File: config.mk
export PLATFORM = sky130hd
export DESIGN_NAME = wb_write_arbiter
export DESIGN_NICKNAME = d
export VERILOG_FILES = /design/src/rtl/wb_write_arbiter.sv
export SDC_FILE = /design/constraint.sdc
export NUM_CORES = 1
export LEC_CHECK = 0
export ABC_CLOCK_PERIOD_IN_PS = 2700
export BUFFER_PORTS_ARGS = -buffer_cell sky130_fd_sc_hd__clkbuf_2
export CORE_ASPECT_RATIO = 2
export CORE_MARGIN = 3
export CORE_UTILIZATION = 30
export DETAILED_ROUTE_END_ITERATION = 7
export GPL_ROUTABILITY_DRIVEN = 0
export PLACE_DENSITY_LB_ADDON = 0.3
export REMOVE_ABC_BUFFERS = 1
export SETUP_SLACK_MARGIN = 0.4
export SKIP_LAST_GASP = 1
export SLEW_MARGIN = 20
export SYNTH_ARGS = -nofsm -noshare
export SYNTH_HDL_FRONTEND = slang
export SYNTH_SLANG_ARGS = --single-unit
File: constraint.sdc
create_clock -name clk -period 2.7 [get_ports clk]
set_input_delay 0.27 -clock clk [delete_from_list [all_inputs] [get_ports clk]]
set_output_delay 0.27 -clock clk [all_outputs]
set_load 0.01 [all_outputs]
File: src/rtl/wb_write_arbiter.sv
// wb_write_arbiter
// Drives the register file's dual write port from two result sources:
//   - the single-cycle ALU pipe (one destination per result), and
//   - the multi-cycle mul/div unit (low word to Rd, optional high word to R15).
// Mul/div results are queued in a small FIFO and retired in cycles the ALU
// leaves idle. A starvation counter raises alu_stall so a queued result
// always gets a slot.
//
// Ports:
//   clk, rst            clock (rising edge), asynchronous active-low reset
//   alu_valid/rd/data   ALU result offered this cycle
//   alu_stall           registered; upstream holds its ALU result while high
//   md_valid/rd/lo/hi/dual, md_ready   mul/div result handshake into the FIFO
//   reg_write, write_op2                 register file write enables
//   write_reg1/data1, write_reg2/data2   port-1 / port-2 index and data
//   fifo_count          current FIFO occupancy
module wb_write_arbiter #(
    parameter int         DEPTH       = 2,
    parameter int         STALL_LIMIT = 3,
    parameter logic [3:0] R15_IDX     = 4'd15
) (
    input  logic                    clk,
    input  logic                    rst,
    input  logic                    alu_valid,
    input  logic [3:0]              alu_rd,
    input  logic [15:0]             alu_data,
    output logic                    alu_stall,
    input  logic                    md_valid,
    output logic                    md_ready,
    input  logic [3:0]              md_rd,
    input  logic [15:0]             md_lo,
    input  logic [15:0]             md_hi,
    input  logic                    md_dual,
    output logic                    reg_write,
    output logic                    write_op2,
    output logic [3:0]              write_reg1,
    output logic [15:0]             write_data1,
    output logic [3:0]              write_reg2,
    output logic [15:0]             write_data2,
    output logic [$clog2(DEPTH):0]  fifo_count
);

    localparam int PW = $clog2(DEPTH);
    localparam int CW = PW + 1;
    localparam int SW = $clog2(STALL_LIMIT + 1);
    localparam logic [CW-1:0] DEPTH_C = CW'(DEPTH);
    localparam logic [SW-1:0] LIMIT_C = SW'(STALL_LIMIT);

    typedef struct packed {
        logic [3:0]  rd;
        logic [15:0] lo;
        logic [15:0] hi;
        logic        dual;
    } mdEntry_t;

    typedef enum logic [1:0] {GRANT_IDLE, GRANT_ALU, GRANT_MD} grant_t;

    mdEntry_t        mem_q [DEPTH];
    mdEntry_t        headEntry;
    logic [PW-1:0]   wrPtr_q, wrPtr_d, rdPtr_q, rdPtr_d;
    logic [CW-1:0]   count_q, count_d;
    logic [SW-1:0]   starve_q, starve_d;
    logic            stall_q, stall_d;
    logic            regWrite_q, regWrite_d, op2_q, op2_d;
    logic [3:0]      reg1_q, reg1_d, reg2_q, reg2_d;
    logic [15:0]     data1_q, data1_d, data2_q, data2_d;
    logic            mdPush, mdPop, fifoEmpty;
    grant_t          grant;

    // Ready looks only at the registered count, so a full FIFO refuses a
    // push even in a cycle where it is also popping.
    assign md_ready = rst && (count_q < DEPTH_C);

    // Arbitration: an unstalled ALU result wins; otherwise the FIFO head.
    // A stalled ALU result is left for upstream to re-present.
    always_comb begin
        mdPush    = md_valid && md_ready;
        fifoEmpty = (count_q == '0);
        headEntry = mem_q[rdPtr_q];
        if (alu_valid && !stall_q) begin
            grant = GRANT_ALU;
        end else if (!fifoEmpty) begin
            grant = GRANT_MD;
        end else begin
            grant = GRANT_IDLE;
        end
        mdPop = (grant == GRANT_MD);
    end

    // FIFO bookkeeping and starvation tracking.
    always_comb begin
        wrPtr_d  = wrPtr_q;
        rdPtr_d  = rdPtr_q;
        count_d  = count_q;
        starve_d = starve_q;
        stall_d  = stall_q;

        if (mdPush) begin
            wrPtr_d = wrPtr_q + PW'(1);
        end
        if (mdPop) begin
            rdPtr_d = rdPtr_q + PW'(1);
        end
        if (mdPush && !mdPop) begin
            count_d = count_q + CW'(1);
        end else if (!mdPush && mdPop) begin
            count_d = count_q - CW'(1);
        end

        if (fifoEmpty || mdPop) begin
            starve_d = '0;
        end else if (grant == GRANT_ALU && starve_q != LIMIT_C) begin
            starve_d = starve_q + SW'(1);
        end

        // Stall rises together with the counter reaching the limit and holds
        // until the head is popped (which the stall itself guarantees).
        if (fifoEmpty || mdPop) begin
            stall_d = 1'b0;
        end else if (starve_d == LIMIT_C) begin
            stall_d = 1'b1;
        end
    end

    // Next write-port values; idle cycles keep index/data stable.
    always_comb begin
        regWrite_d = 1'b0;
        op2_d      = 1'b0;
        reg1_d     = reg1_q;
        data1_d    = data1_q;
        reg2_d     = reg2_q;
        data2_d    = data2_q;
        unique case (grant)
            GRANT_ALU: begin
                regWrite_d = 1'b1;
                reg1_d     = alu_rd;
                data1_d    = alu_data;
            end
            GRANT_MD: begin
                regWrite_d = 1'b1;
                reg2_d     = 4'd0;
                data2_d    = 16'd0;
                if (headEntry.dual && headEntry.rd == R15_IDX) begin
                    // Both words target R15: the high word is the one kept.
                    reg1_d  = R15_IDX;
                    data1_d = headEntry.hi;
                end else begin
                    reg1_d  = headEntry.rd;
                    data1_d = headEntry.lo;
                    if (headEntry.dual) begin
                        op2_d   = 1'b1;
                        reg2_d  = R15_IDX;
                        data2_d = headEntry.hi;
                    end
                end
            end
            default: begin
            end
        endcase
    end

    always_ff @(posedge clk or negedge rst) begin
        if (!rst) begin
            wrPtr_q    <= '0;
            rdPtr_q    <= '0;
            count_q    <= '0;
            starve_q   <= '0;
            stall_q    <= 1'b0;
            regWrite_q <= 1'b0;
            op2_q      <= 1'b0;
            reg1_q     <= 4'd0;
            data1_q    <= 16'd0;
            reg2_q     <= 4'd0;
            data2_q    <= 16'd0;
        end else begin
            wrPtr_q    <= wrPtr_d;
            rdPtr_q    <= rdPtr_d;
            count_q    <= count_d;
            starve_q   <= starve_d;
            stall_q    <= stall_d;
            regWrite_q <= regWrite_d;
            op2_q      <= op2_d;
            reg1_q     <= reg1_d;
            data1_q    <= data1_d;
            reg2_q     <= reg2_d;
            data2_q    <= data2_d;
        end
    end

    // Entry storage needs no reset: occupancy is tracked by the pointers.
    always_ff @(posedge clk) begin
        if (mdPush) begin
            mem_q[wrPtr_q] <= '{rd: md_rd, lo: md_lo, hi: md_hi, dual: md_dual};
        end
    end

    assign alu_stall   = stall_q;
    assign reg_write   = regWrite_q;
    assign write_op2   = op2_q;
    assign write_reg1  = reg1_q;
    assign write_data1 = data1_q;
    assign write_reg2  = reg2_q;
    assign write_data2 = data2_q;
    assign fifo_count  = count_q;

endmodule

Yosys cells after proc, flatten, opt, wreduce, memory -nomap -nowiden. Memory sizes are Yosys's and may differ from the RTL's. Index checks and enable logic that the tools add are counted.

Bits in registers: 49. Memory bits (writable): 74. Input port bits: 61. Memories kept: 1.

Memory list: mem_q (depth 2, width 37, read ports 1, clocked after Yosys merged registers in 0, wr ports 1, RTL line 58) `mdEntry_t mem_q [DEPTH];`.

Add/subtract/negate cells: 5. Order comparisons: 1. Equal/unequal tests: 5. Mux-type cells: 22. Reductions and logical operators: 16.

Operator list (number): $mux 16 (3); $pmux 16 s2 (1); $mux 2 (6); $mux 4 (3); $mux 1 (8); $pmux 4 s2 (1); $logic_and 1x1->1 (7); $reduce_bool 2->1 (3); $add 2x1->2 const B (2); $eq 2x2->1 const B (2); $eq 4x4->1 const B (1); $logic_not 1->1 (3); $add 1x1->1 const B (2); $eq 2x1->1 const B (1); $logic_not 2->1 (1); $lt 2x2->1 const B (1); $ne 2x2->1 const B (1); $reduce_or 2->1 (1); $sub 2x1->2 const B (1); $logic_or 1x1->1 (1).

Longest topological paths before layout. Gate-level depths: netlist of run 1.

Depth in word-level cells: 10. Mapped depth: 7. Gate-level depth less buffers: 7.

Worst setup path before layout of run 1. Ideal clock, no wire load.

Kind: register to register. Start: register count_q[1], in the netlist fifo_count[1]. End: memory mem_q[0][0] (netlist name), enable pin. Setup time: 0.431 ns. Arrival time: 2.471 ns. Required time: 2.269 ns. Path slack: -0.203 ns. Cell stages (with the launch flop): 4. Clock period less this slack: 2.903 ns. Cell sequence: dfrtp_1 -> nor2b_1 -> nand2_1 -> nor2_1.

Cells in the longest elaborated chain, start to end: 5.

RTL lines: start, declared (RTL line 61) `logic [CW-1:0] count_q, count_d;`; start signal, assigned (RTL line 178) `count_q <= count_d;`; $lt 2x2->1 (RTL line 72) `assign md_ready = rst && (count_q < DEPTH_C);`; $logic_and 1x1->1 (RTL line 72); net md_ready (RTL line 29) `output logic md_ready,`; $logic_and 1x1->1 (RTL line 77) `mdPush = md_valid && md_ready;`; $mux 1 (RTL line 192) `if (mdPush) begin`; $mux 1 (not written as such) (RTL line 193) `mem_q[wrPtr_q] <= '{rd: md_rd, lo: md_lo, hi: md_hi, dual: md_dual};`; end, declared (RTL line 58).

The timed path passes the listed nets, and every way through them passes these cells.

Final worst setup path of run 1.
Start: register rdPtr_q. End: register data1_q[11], in the netlist write_data1[11].

Cells in the longest elaborated chain, start to end: 5.

RTL lines: start, declared (RTL line 60) `logic [PW-1:0] wrPtr_q, wrPtr_d, rdPtr_q, rdPtr_d;`; start signal, assigned (RTL line 177) `rdPtr_q <= rdPtr_d;`; $mem_v2 2x37 *; $eq 4x4->1 (RTL line 143) `if (headEntry.dual && headEntry.rd == R15_IDX) begin`; $logic_and 1x1->1 (RTL line 143); $mux 16 * (RTL line 143); $pmux 16 s2 * (RTL line 133) `unique case (grant)`; end signal, assigned (RTL line 184) `data1_q <= data1_d;`; end, declared (RTL line 66) `logic [15:0] data1_q, data1_d, data2_q, data2_d;`.

Mark *: on every way between the ends. The rest lies on a longest branch, timed or not. A chain may end at the register's enable or synchronous reset.

==> impl.org, run 1 <==
** Finish
- Register area :: 3370 um^2
- In the final layout, the share of cells above drive strength 1 is just under 40%.
- Multi-input gate area in the final layout :: approximately 1300 um^2
- Area growth from synthesis to layout :: 28.3%
- Leaving out fill and tap cells, the most frequent cells in the layout are clkbuf_2, edfxtp_1, dfrtp_1.
- Antenna diode instance count :: 0
- The library cell used most frequently in the layout, excluding fill and tap cells, is clkbuf_2.
- In the final design database the tool counted 486 nets.
- Fraction of the core area covered by cells at the end of the flow :: between 30% and 40%
- Number of filler instances in the final layout :: about 1500

** STA
- The clock arrives with 0.00727 ns of skew.
- Measured against its own limit, the worst slew margin works out to a little over half.
- Hold Vio Cnt, Final :: 0
- Tightest Pin Transition :: 0.687 ns
- Final Max Slew Viols :: 0
- The smallest clock period supported by the final layout is computed as roughly 2.1 ns.
- Setup violations remaining at the end of the flow were counted as 0.
- For the final routed database, the setup TNS stands at 0 ns.
- Dividing the final minimum period by the clock period gives between 70% and 80%.
- Setup repair after global routing left no endpoint under its margin.
- Maximum frequency from static timing analysis :: roughly 0.47 GHz

** Worst setup path
- Counting stages on the worst path, the most repeated cell is buf_4.
- Worst Setup Path Type :: register to register
- STA puts the critical path data arrival time at between 2 and 2.5 ns.
- Max stage delay on crit path :: about 0.36 ns
- STA classifies the critical path endpoint as a register.
- Family of cells with the greatest summed delay on the critical path :: buffers and inverters
- CP bufs+invs :: 2
- The largest individual stage delay along the critical path comes from the cell dfrtp_2.
- Startpoint type of the worst setup path :: register
- Top fanout value on the critical path :: 13
- Traced cell by cell, the critical path runs through buf_4 -> nand2_1 -> or2_1 -> a21oi_4 -> buf_4 -> mux2_4 -> o21ai_1.
- STA puts the critical path data required time at approximately 3 ns.

** Synthesis
- The synthesized design contains 74 enable-type register cells.
- The synthesized netlist devotes ~4.3% of its cell area to simple gates.
- Sequential cells were found to cover a little under three quarters of the synthesized design area.
- Proportion of synthesized area in mux cells :: 12.7%
- The synthesized design contains 120 register bits.
- Instance count of the mapped netlist :: 306
- Yosys warning total :: 0
- The mapped netlist covers 4720 um^2.
- The synthesized netlist devotes 1.11% of its cell area to XOR and XNOR gates.
- Synth Area in Adders :: less than 1%
- Dominant combinational cell family by area after synthesis :: multiplexers
- In the synthesized netlist the async set-or-reset flop fraction comes to around two fifths.
- Among all flip-flop cells after synthesis, the most frequent one is edfxtp_1.
- The synthesized netlist devotes 7.42% of its cell area to compound gates.
- Yosys mapped the design onto 30 distinct sky130hd cell types.
- Each instance of the synthesized netlist takes up on average ~15 um^2.

** Drt
- Before antenna repair, the detailed router went through 6 iterations.
- Aggregate routed wire length :: between 10000 and 15000 um
- Ratio of routed vias to standard cells :: around 4.6
- Vias :: slightly below 3000
- The count of nets left with antenna violations once routing finished came out at 0.
- 1st-iter DRT viols :: between 100 and 150
- DRC violations left :: 0
- In the final routed layout, each cell accounts on average for 17.5 um.

** Global routing
- All-Layer GR Usage :: 13.6%
- The via count of the first global-routing pass came to about 3200.
- Largest net degree at the start of global routing :: 47
- For this run the aggregate overflow at the end of global routing stands at 0.
- The number of antenna violations at the first check in global routing came to 0.
- The first global-routing pass estimated between 15000 and 20000 um of wire.

** Floorplanning
- The initial utilization of the core area, before any placement, comes to about 30%.
- From left edge to right edge, the die measures 94.7 um.
- In this run the count of I/O pins placed on the die edge is ~110.
- The region available for standard cell placement spans 15400 um^2.
- The die is 183 um tall.
- The die covers roughly 17000 um^2.
- Placement row count :: 64

** Clock tree
- The H-tree was split into 4 levels.
- Clock-pin slew on the worst setup and hold paths :: roughly 0.060 ns
- Post-cts resize count :: 0
- The longest clock path from root to sink contains 2 buffers.
- Insertion delay of the later-clocked pin in the worst-skew pair :: 0.41 ns
- The number of clock buffers added by TritonCTS is 17.
- Hold Buf Count CTS :: 0
- TritonCTS built the clock tree.
- Root buffer selected by CTS :: clkbuf_16
- CTS Sinks :: between 100 and 150
- The number of setup buffers added after CTS is 0.

** Outcome
- The run finished with clean final reports.

** Run
- The tool flagged a number of max-cap violations equal to 0.

** Power
- Peak supply drop :: 0.509 mV
- Power per cell area :: 1110 nW/um^2
- Total leakage power :: between 2 and 3 nW

** Min path
- Min-delay worst type :: primary input to asynchronous set/reset pin

** Placement
- Input and output buffers added on the ports amount to ~110.
- Once detailed placement completed, the half-perimeter wirelength came to about 7600 um.
layer usage:
| metal | share of wire [%] | vias to the layer above | global-route usage, % |
|---|---|---|---|
| li1 | - | 1371 | - |
| met1 | 36 | 1428 | 13.8 |
| met2 | 57 | 83 | 25.0 |
| met3 | 4.3 | 20 | 3.15 |
| met4 | 3.0 | 0 | 7.17 |
| met5 | 0 | - | 0 |
synth_stat cells (2+ instances only):
cell      instances  share of area, %
a21oi_1           5              0.53
a22oi_1          16               2.5
buf_2             2              0.21
buf_4             6              0.95
clkbuf_1          9              0.72
dfrtp_1          46                24
edfxtp_1         74                47
ha_1              2              0.53
inv_1             3              0.24
mux2_2            6               1.4
mux2_4           10               3.2
mux2i_1          36               7.6
nand2_1          24               1.9
nand2b_1          2              0.26
nand3_1           3              0.32
nor2_1            7              0.56
nor2b_1           2              0.26
nor3_1            2              0.21
o21ai_0          18               1.9
o21ai_1          18               1.9
or2_1             2              0.26
xnor2_1           3              0.56
xor2_1            3              0.56
per-stage QoR:
stage	setup WS, ns	hold slack (ns)	cells	area (um^2)	power (mW)
floorplan	-0.233	-0.0256	288	4610	3.82
CTS	0.518	0.0326	634	6060	6.84
global route	0.409	0.0363	634	6060	7.14
finish	0.562	0.0276	634	6060	6.74
detailed placement	0.537	0.465	602	5490	4.67
global placement	0.582	0.461	602	5490	4.62
final timing paths:
check,slack (ns),depth (start not counted),start,end
min in group clk,0.05,1,md_hi[10],mem_q[0][11]
setup reg to reg,0.56,7,rdPtr_q,write_data1[11]
max in group asynchronous,2.22,2,rst,rdPtr_q
hold reg to reg,0.49,2,write_data2[5],write_data2[5]
hold / removal,0.03,2,rst,write_data2[10]
setup / recovery,0.56,7,rdPtr_q,write_data1[11]
power by group:
group	switching (mW)	internal, mW	total [mW]	leakage [nW]
Clock	0.794	1.35	2.14	0.265
Sequential	0.299	2.42	2.72	1.24
Combinational	1.07	0.798	1.87	1.04
Total	2.17	4.57	6.74	2.55
kinds of logic (layout without fill, tap and decap cells):
kind of cell / after synthesis / in the layout
flip-flops: 120 / 120
AO/OA/AOI/OAI: 59 / 59
AND/OR/NAND/NOR: 45 / 45
buffers and inverters: 21 / 151
multiplexers: 53 / 53
XOR/XNOR: 6 / 6
adder cells (fa/ha/maj): 2 / 2
registers in the layout (all words and copies together), names as in the netlist:
name         count
fifo_count       2
write_data1     16
write_data2     16
mem_q           74
write_reg1       4
write_op2        1
reg_write        1
alu_stall        1
starve_q         2
rdPtr_q          1
write_reg2       1
wrPtr_q          1
layout make-up:
class / count / share of cell area, %
clock inverters: 13 / 2.17
inverters: 3 / 0.186
multi-input cells: 165 / 20.7
repair buffers: 116 / 10.0
flip-flops and latches: 120 / 55.7
well taps: 198 / 4.09
clock buffers: 19 / 7.15
No activity file was read; power rests on OpenSTA's default activity.
==> run 2, diff against run 1 <==
--- a/config.mk
+++ b/config.mk
@@ -5,7 +5,7 @@
 export SDC_FILE = /design/constraint.sdc
 export NUM_CORES = 1
 export LEC_CHECK = 0
-export ABC_CLOCK_PERIOD_IN_PS = 2700
+export ABC_CLOCK_PERIOD_IN_PS = 1800
 export BUFFER_PORTS_ARGS = -buffer_cell sky130_fd_sc_hd__clkbuf_2
 export CORE_ASPECT_RATIO = 2
 export CORE_MARGIN = 3
==> constraint.sdc (replaced) <==
create_clock -name clk -period 1.8 [get_ports clk]
set_input_delay 0.18 -clock clk [delete_from_list [all_inputs] [get_ports clk]]
set_output_delay 0.18 -clock clk [all_outputs]
set_load 0.01 [all_outputs]
==> run 2 against run 1 <==
Net effect:
- first-iteration DRC count grew 68%
- critical endpoint is now write_data1[8]
- largest power group unchanged
- critical path type unchanged
- core utilization up 5.6 points
- maximum frequency increased by 26%
- cell count increased by 9.1%
- hold slack worse by 0.021 ns
- global-route usage fell by 0.30 points
- die area is the same
- largest cell class unchanged
- setup slack worse by 0.46 ns
- sequential power increased by 50%
- via count increased by 7.3%
==> impl.org, run 2 (synthesis gave the netlist of run 1 again) <==
** Worst setup path
- Required time of the critical path :: 2.12 ns (-0.91 ns)
- Startpoint type of the worst setup path :: register
- Source of the worst register-to-register timing path :: rdPtr_q
- Kind of capture point of the worst setup path :: register
- The worst setup path is of the register to register kind.
- The number of cells traversed by the worst register-to-register path is 6 (-1).
- The worst register-to-register path ends at write_data1[8].
- The critical path arrival is 2.02 ns (-0.45 ns).
- Worst reg-to-reg setup slack :: 0.1 ns (-0.46 ns)
- The maximum fanout encountered on the critical timing path came to 9 (-4).

** Global routing
- Number of global-route vias before repair :: 3260 (+1.9%)
- The number of antenna violations at the first check in global routing is 0 (unchanged).
- Global route overflow :: 0 (unchanged)
- The wire length of the first global-routing pass was 17100 um (-0.28%).
- The total global routing track utilization was 13.3% (-0.30 points).
- Largest net degree at the start of global routing :: 47 (unchanged)

** STA
- The final period utilization was 94.5% (+15 points).
- Clock Skews :: 0.00566 ns (-0.00161 ns)
- Final-layout worst hold slack :: 0.00622 ns (-0.0214 ns)
- The fmax was 0.588 GHz (+26%).
- Relative slew margins :: 56.7% (+2.7 points)
- Setup repair after global routing missed its margin :: true
- The total setup violations reported at the end of the flow was 0 (unchanged).
- Final Max Slew Viols :: 0 (unchanged)
- The final hold violation count is 0 (unchanged).
- Tightest Pin Transition :: 0.649 ns (-0.0382 ns)
- Final worst path period need :: 1.70 ns (-0.437 ns)
- Final setup slack of the worst path :: 0.0989 ns (-0.463 ns)

** Clock tree
- Clock Path Buffers :: 2 (unchanged)
- The root buffer cell chosen for the clock tree is clkbuf_16.
- The number of levels in the clock H-tree came to 4 (unchanged).
- CTS Sinks :: 120 (unchanged)
- The post-CTS clock slew at the launch and capture registers of the worst setup and hold paths is 0.06 ns (about the same).
- The number of buffers inserted during clock tree synthesis was 17 (unchanged).
- Clock tree from TritonCTS :: done
- Insertion delay of the later-clocked pin in the worst-skew pair :: 0.40 ns (about the same)

** Min path
- Min-delay worst type :: primary input to register
- The worst hold path was traced through 3 stages.
- The startpoint identified for the worst hold timing path is alu_rd[0].
- For hold timing, the worst endpoint is write_reg1[0].

** Placement
- The quantity of I/O buffers inserted on ports was 106 (unchanged).
- The number of placed instances with taps included was 610 (+1.3%).
- Cell Area, Placed :: 5590 um^2 (+1.8%)
- The estimated wirelength of the detail-placed design came to 7840 um (+3.7%).
- The setup slack after placement is -0.00226 ns (-0.539 ns).

** Run
- Number of violations of the max-capacitance limit :: 0 (unchanged)

** Drt
- DRC violations left :: 0 (unchanged)
- Aggregate routed wire length :: 11500 um (+3.9%)
- 1st-iter DRT viols :: 192 (+68%)
- The routed via count divided by cell count is 4.50 (-1.7%).
- Vias :: 3114 (+7.3%)
- Post-route antenna net violation count :: 0 (unchanged)
- The number of iterations in the first detailed-routing pass was 4 (-2).
- The routed length per instance was 16.6 um (-4.8%).

** Outcome
- The run finished with clean final reports.

** Power
- The leakage power is 2.92 nW (+15%).
- The peak ir drop on the vdd network is 0.656 mV (+29%).
- The cell area power density was 1610 nW/um^2 (+45%).
- Post-route total power :: 11.1 mW (+65%)

** Finish
- The multi-input logic area is 1330 um^2 (+5.9%).
- The non-filler instance count after layout was 692 (+9.1%).
- Register area :: 3380 um^2 (about the same)
- The total of fill cells in the finished design was 1452 (-5.0%).
- Leaving out fill and tap cells, the most frequent cells in the layout are clkbuf_2, edfxtp_1, dfrtp_1.
- Commonest non-fill, non-tap cell in the layout :: clkbuf_2
- Largest register FFs :: 74 (unchanged)
- Area of all placed cells without fillers :: 6910 um^2 (+14%)
- Area growth from synthesis to layout :: 46.3%
- The number of nets at the end of the flow came to 544 (+12%).
- Counting flops per register, the top entry is mem_q.
- The number of antenna repair diodes is 0 (unchanged).
- The ratio of cells with drive above 1 in the final layout came to 40.5% (+1.5 points).

** Floorplanning
- Placement row count :: 64 (unchanged)
- Starting density of the core :: 30.7% (unchanged)
- Die Span X :: 94.7 um (unchanged)
- Die area :: 17400 um^2 (unchanged)
- The I/O pin count was 107 (unchanged).
- The die boundary height was 183 um (unchanged).
- The placeable core region was 15400 um^2 (unchanged).
[run 2: cell types whose count changed in the layout (fill, tap and decap cells not counted), sizes merged]
cell	previous run	this run
buf	10	25
bufinv	2	5
clkbuf	125	126
clkinv	5	6
clkinvlp	5	3
dlygate4sd3	0	40
[run 2: timing repair]
item                       4_1_cts  5_1_grt
setup endpoints to repair      103      107
hold buffers                    40        0
hold endpoints to repair       121        0
pin swaps                        3        4
setup buffers                    3        4
gates cloned                     0        3
gates resized for setup         25       11
[run 2: worst max-delay path, cell delays in order, from the launching register on]
cell	delay (ns)
dfrtp_2	0.43
nand2b_4	0.15
or2_4	0.26
a21oi_4	0.17
buf_8	0.19
mux2_4	0.31
o21ai_1	0.12
[run 2: power by group]
part | switching, mW | internal [mW]
logic | 1.76 | 1.61
clock network | 1.20 | 2.46
registers | 0.439 | 3.63
[run 2: how the worst max path moves through the flow]
stage,from,end,slack [ns],cells after the start
CTS,rdPtr_q,write_data1[8],0.10,6
detailed placement,rdPtr_q,write_data1[1],-0.002,6
floorplan,rdPtr_q,write_data1[0],-1.13,5
global placement,rdPtr_q,write_data1[0],0.08,6
global route,rdPtr_q,write_data1[0],0.03,6
finish,rdPtr_q,write_data1[8],0.1,6
[run 2: cell type report]
class,instances,area share (%)
flip-flops and latches,120,48.8
multi-input cells,165,19.2
repair buffers,174,18.8
clock buffers,17,6.15
well taps,198,3.58
clock inverters,15,3.26
inverters,3,0.163
[run 2: layer usage]
metal,GRT usage (%),vias up,part of all wire (%)
met3,3.03,17,3.8
met4,6.65,0,2.7
met5,0,-,0
met1,13.7,1525,36
li1,-,1483,-
met2,24.4,89,57
[run 2: per-stage QoR]
step / TNS (ns) / utilization [%]
4_1_cts: 0 / 44.0
2_1_floorplan: -85.09 / -
3_3_place_gp: 0 / 36.4
3_5_place_dp: -0.00226 / 36.4
6_report: 0 / 45.0
5_1_grt: 0 / 45.0
==> run 3, diff against run 2 <==
--- a/config.mk
+++ b/config.mk
@@ -8,8 +8,8 @@
 export ABC_CLOCK_PERIOD_IN_PS = 1800
 export BUFFER_PORTS_ARGS = -buffer_cell sky130_fd_sc_hd__clkbuf_2
 export CORE_ASPECT_RATIO = 2
-export CORE_MARGIN = 3
-export CORE_UTILIZATION = 30
+export CORE_MARGIN = 2
+export CORE_UTILIZATION = 37
 export DETAILED_ROUTE_END_ITERATION = 7
 export GPL_ROUTABILITY_DRIVEN = 0
 export PLACE_DENSITY_LB_ADDON = 0.3
==> run 3 against run 2 <==
Net effect:
- setup slack worse by 0.047 ns
- die area is 21% lower
- final area is 0.72% lower
- critical endpoint is now write_data1[7]
- critical path type unchanged
- clock power is 9.0% lower
- power is 1.4% lower
- sequential power hardly changed
- non-clock buffer count is 2 higher
- first-iteration DRC count is 22% lower
- cell count is 6.6% lower
- clock skew is 0.0013 ns higher
- clock-buffer cell count is 1 higher
- hold slack better by 0.013 ns
==> impl.org, run 3 (synthesis gave the netlist of run 1 again) <==
** Outcome
- Status :: completed

** Power
- The peak ir drop on the vdd network was 0.897 mV (+37%).
- Sequential power share :: 37.1% (+0.4 points)
- Logic pwr share :: 32.5% (+2.2 points)
- The internal cell power was 7.48 mW (-2.9%).
- The net switching share of the total power came to 31.7% (+1.1 points).
- The leakage power came to 2.91 nW (-0.21%).
- Power per cell area :: 1600 nW/um^2 (-0.66%)
- The switching power of the nets was 3.47 mW (+2.1%).
- The clock power share is 30.4% (-2.6 points).

** Clock tree
- # H-tree levels :: 4 (unchanged)
- Clock tree from TritonCTS :: done
- TritonCTS buffer count :: 17 (unchanged)
- In this run the clock root is driven by a clkbuf_16.
- The post-CTS clock slew at the launch and capture registers of the worst setup and hold paths came to 0.05 ns (about the same).
- The maximum number of buffers from clock root to sink came to 2 (unchanged).
- The TritonCTS sink count was 120 (unchanged).
- The clock network latency to the later pin of the worst-skew pair is 0.40 ns (about the same).

** Floorplanning
- The effective utilization at floorplan is 37.6% (+6.9 points).
- The die boundary height was 164 um (-11%).
- I/O pin cnt :: 107 (unchanged)
- The placeable core region was 12600 um^2 (-18%).
- Die area :: 13700 um^2 (-21%)
- The overall die width came to 83.9 um (-11%).
- The placement row count was 58 (-9.4%).

** STA
- Final-layout worst hold slack :: 0.0197 ns (+0.0135 ns)
- Count of endpoints failing setup in the final report :: 0 (unchanged)
- The setup slack after layout is 0.0518 ns (-0.0471 ns).
- The transition at the pin with the smallest max-transition slack came to 0.643 ns (-0.00547 ns).
- The fmax came to 0.572 GHz (-2.7%).
- The minimum period implied by the final worst setup slack is 1.75 ns (+0.0471 ns).
- The final period utilization is 97.1% (+2.6 points).
- Setup repair after global routing could not meet its margin everywhere.
- The number of slew-limit violations in the final report is 0 (unchanged).
- The relative slew slack is 57.1% (+0.36 points).
- The setup clock skew after layout came to 0.00700 ns (+0.00134 ns).
- Hold Vio Cnt, Final :: 0 (unchanged)

** Run
- The number of max-cap violations was 0 (unchanged).

** Finish
- Nets :: 546 (+0.37%)
- The ratio of cells with drive above 1 in the final layout is 41.3% (+0.84 points).
- Largest register FFs :: 74 (unchanged)
- Ranked by flip-flop count, first place goes to mem_q.
- Antenna diode instance count :: 0 (unchanged)
- The top cell types in the final layout, fill and taps aside, are clkbuf_2, edfxtp_1, dfrtp_1.
- The library cell used most frequently in the layout, excluding fill and tap cells, is clkbuf_2.
- The total of fill cells in the finished design was 1060 (-27%).
- Area growth from synthesis to layout :: 45.3%
- Post-route insts no fill :: 646 (-6.6%)

** Worst setup path
- CP bufs+invs :: 2 (+1)
- Kind of capture point of the worst setup path :: register
- Among all stages on the critical path, the largest delay is contributed by dfrtp_2.
- The worst setup slack for register-to-register paths came to 0.05 ns (-0.05 ns).
- Critical path cell sequence :: nand2b_4 -> or2_4 -> a21oi_4 -> buf_6 -> buf_12 -> mux2_4 -> o21ai_2
- The required time at the worst-slack endpoint is 2.13 ns (about the same).
- The maximum fanout encountered on the critical timing path was 6 (-3).
- By startpoint and endpoint, the worst setup path is classified as register to register.
- Startpoint type of the worst setup path :: register
- Max stage delay on crit path :: 0.41 ns (-0.02 ns)
- In this design, the largest share of critical-path delay is due to flip-flops.
- Data arrival time of the critical path :: 2.07 ns (+0.05 ns)

** Drt
- The total vias in the final route was 3213 (+3.2%).
- The routed length per instance was 18.2 um (+9.5%).
- The initial DRC count is 150 (-22%).
- The post-detailed-route count of antenna-violating nets was 0 (unchanged).
- DRC violations left :: 0 (unchanged)
- Aggregate routed wire length :: 11800 um (+2.2%)
- Number of iterations in the first detailed-routing pass :: 4 (unchanged)
- Ratio of routed vias to standard cells :: 4.97 (+11%)

** Global routing
- Number of global-route vias before repair :: 3449 (+5.8%)
- All-Layer GR Usage :: 16.9% (+3.7 points)
- Global-route wire length before repair :: 17300 um (+1.2%)
- Antenna violations before repair :: 0 (unchanged)
- The global route total overflow was 0 (unchanged).
- Largest net degree at the start of global routing :: 47 (unchanged)

** Placement
- The number of placed instances with taps included is 559 (-8.4%).
- The setup slack after placement came to -0.0721 ns (-0.0698 ns).
- HPWL after detailed placement :: 7100 um (-9.5%)
- Port bufs :: 106 (unchanged)

** Min path
- Min-delay worst type :: primary input to register
-- run 3: repair_timing --
action,in CTS,in global routing
pin swaps,5,5
cloned,1,4
setup buffers,3,5
hold buffers,42,0
endpoints found under the hold margin,124,0
setup endpoints to repair,103,103
resized for setup,19,17
-- run 3: through the flow --
step | total power, mW | util, % | instance area (um^2) | setup TNS [ns]
finish | 11.0 | 54.7 | 6860 | 0
detailed placement | 7.14 | 44.3 | 5560 | -0.209
global placement | 7.03 | 44.3 | 5560 | 0
floorplan | 5.73 | - | 4610 | -85.09
CTS | 10.7 | 53.2 | 6680 | 0
global route | 11.5 | 54.7 | 6860 | -0.115
-- run 3: worst reg2reg max path, stage by stage (launching register included) --
cell	delay [ns]
dfrtp_2	0.41
nand2b_4	0.15
or2_4	0.24
a21oi_4	0.21
buf_6	0.13
buf_12	0.12
mux2_4	0.31
o21ai_2	0.12
-- run 3: path summary, 6_finish.rpt --
kind / start / endpoint / cells after the start
setup / recovery: rdPtr_q / write_data1[7] / 7
hold / removal: alu_data[15] / write_data1[15] / 3
setup reg to reg: rdPtr_q / write_data1[7] / 7
hold reg to reg: write_data2[12] / write_data2[12] / 2
max in group asynchronous: rst / fifo_count[0] / 3
min in group asynchronous: rst / write_data2[12] / 3
-- run 3: cell type report --
type                       count  area (um^2)  share of cell area [%]
inverter                       3         11.3                   0.164
clock buffer                  18          429                    6.25
timing repair buffer         176         1340                    19.6
clock inverter                14          159                    2.32
sequential                   120         3380                    49.2
tap                          150          188                    2.74
multi-input combinational    165         1360                    19.7
-- run 3: metal layers --
layer  routed length, um  global-route usage [%]  share of wire (%)  vias up
met5                   0                       0                  0        -
met4                 382                    9.38                3.2        0
met3                 482                    3.92                4.1       22
met2                6680                    31.2                 57      118
met1                4230                    17.4                 36     1581
li1                    -                       -                  -     1492
-- run 3: power groups by stage --
stage	Clock (mW)	Sequential, mW	Combinational (mW)
2_1_floorplan	0	4.40	1.33
3_3_place_gp	0	4.06	2.97
3_5_place_dp	0	4.10	3.04
4_1_cts	3.39	4.06	3.23
5_1_grt	3.50	4.14	3.85
6_report	3.33	4.06	3.56
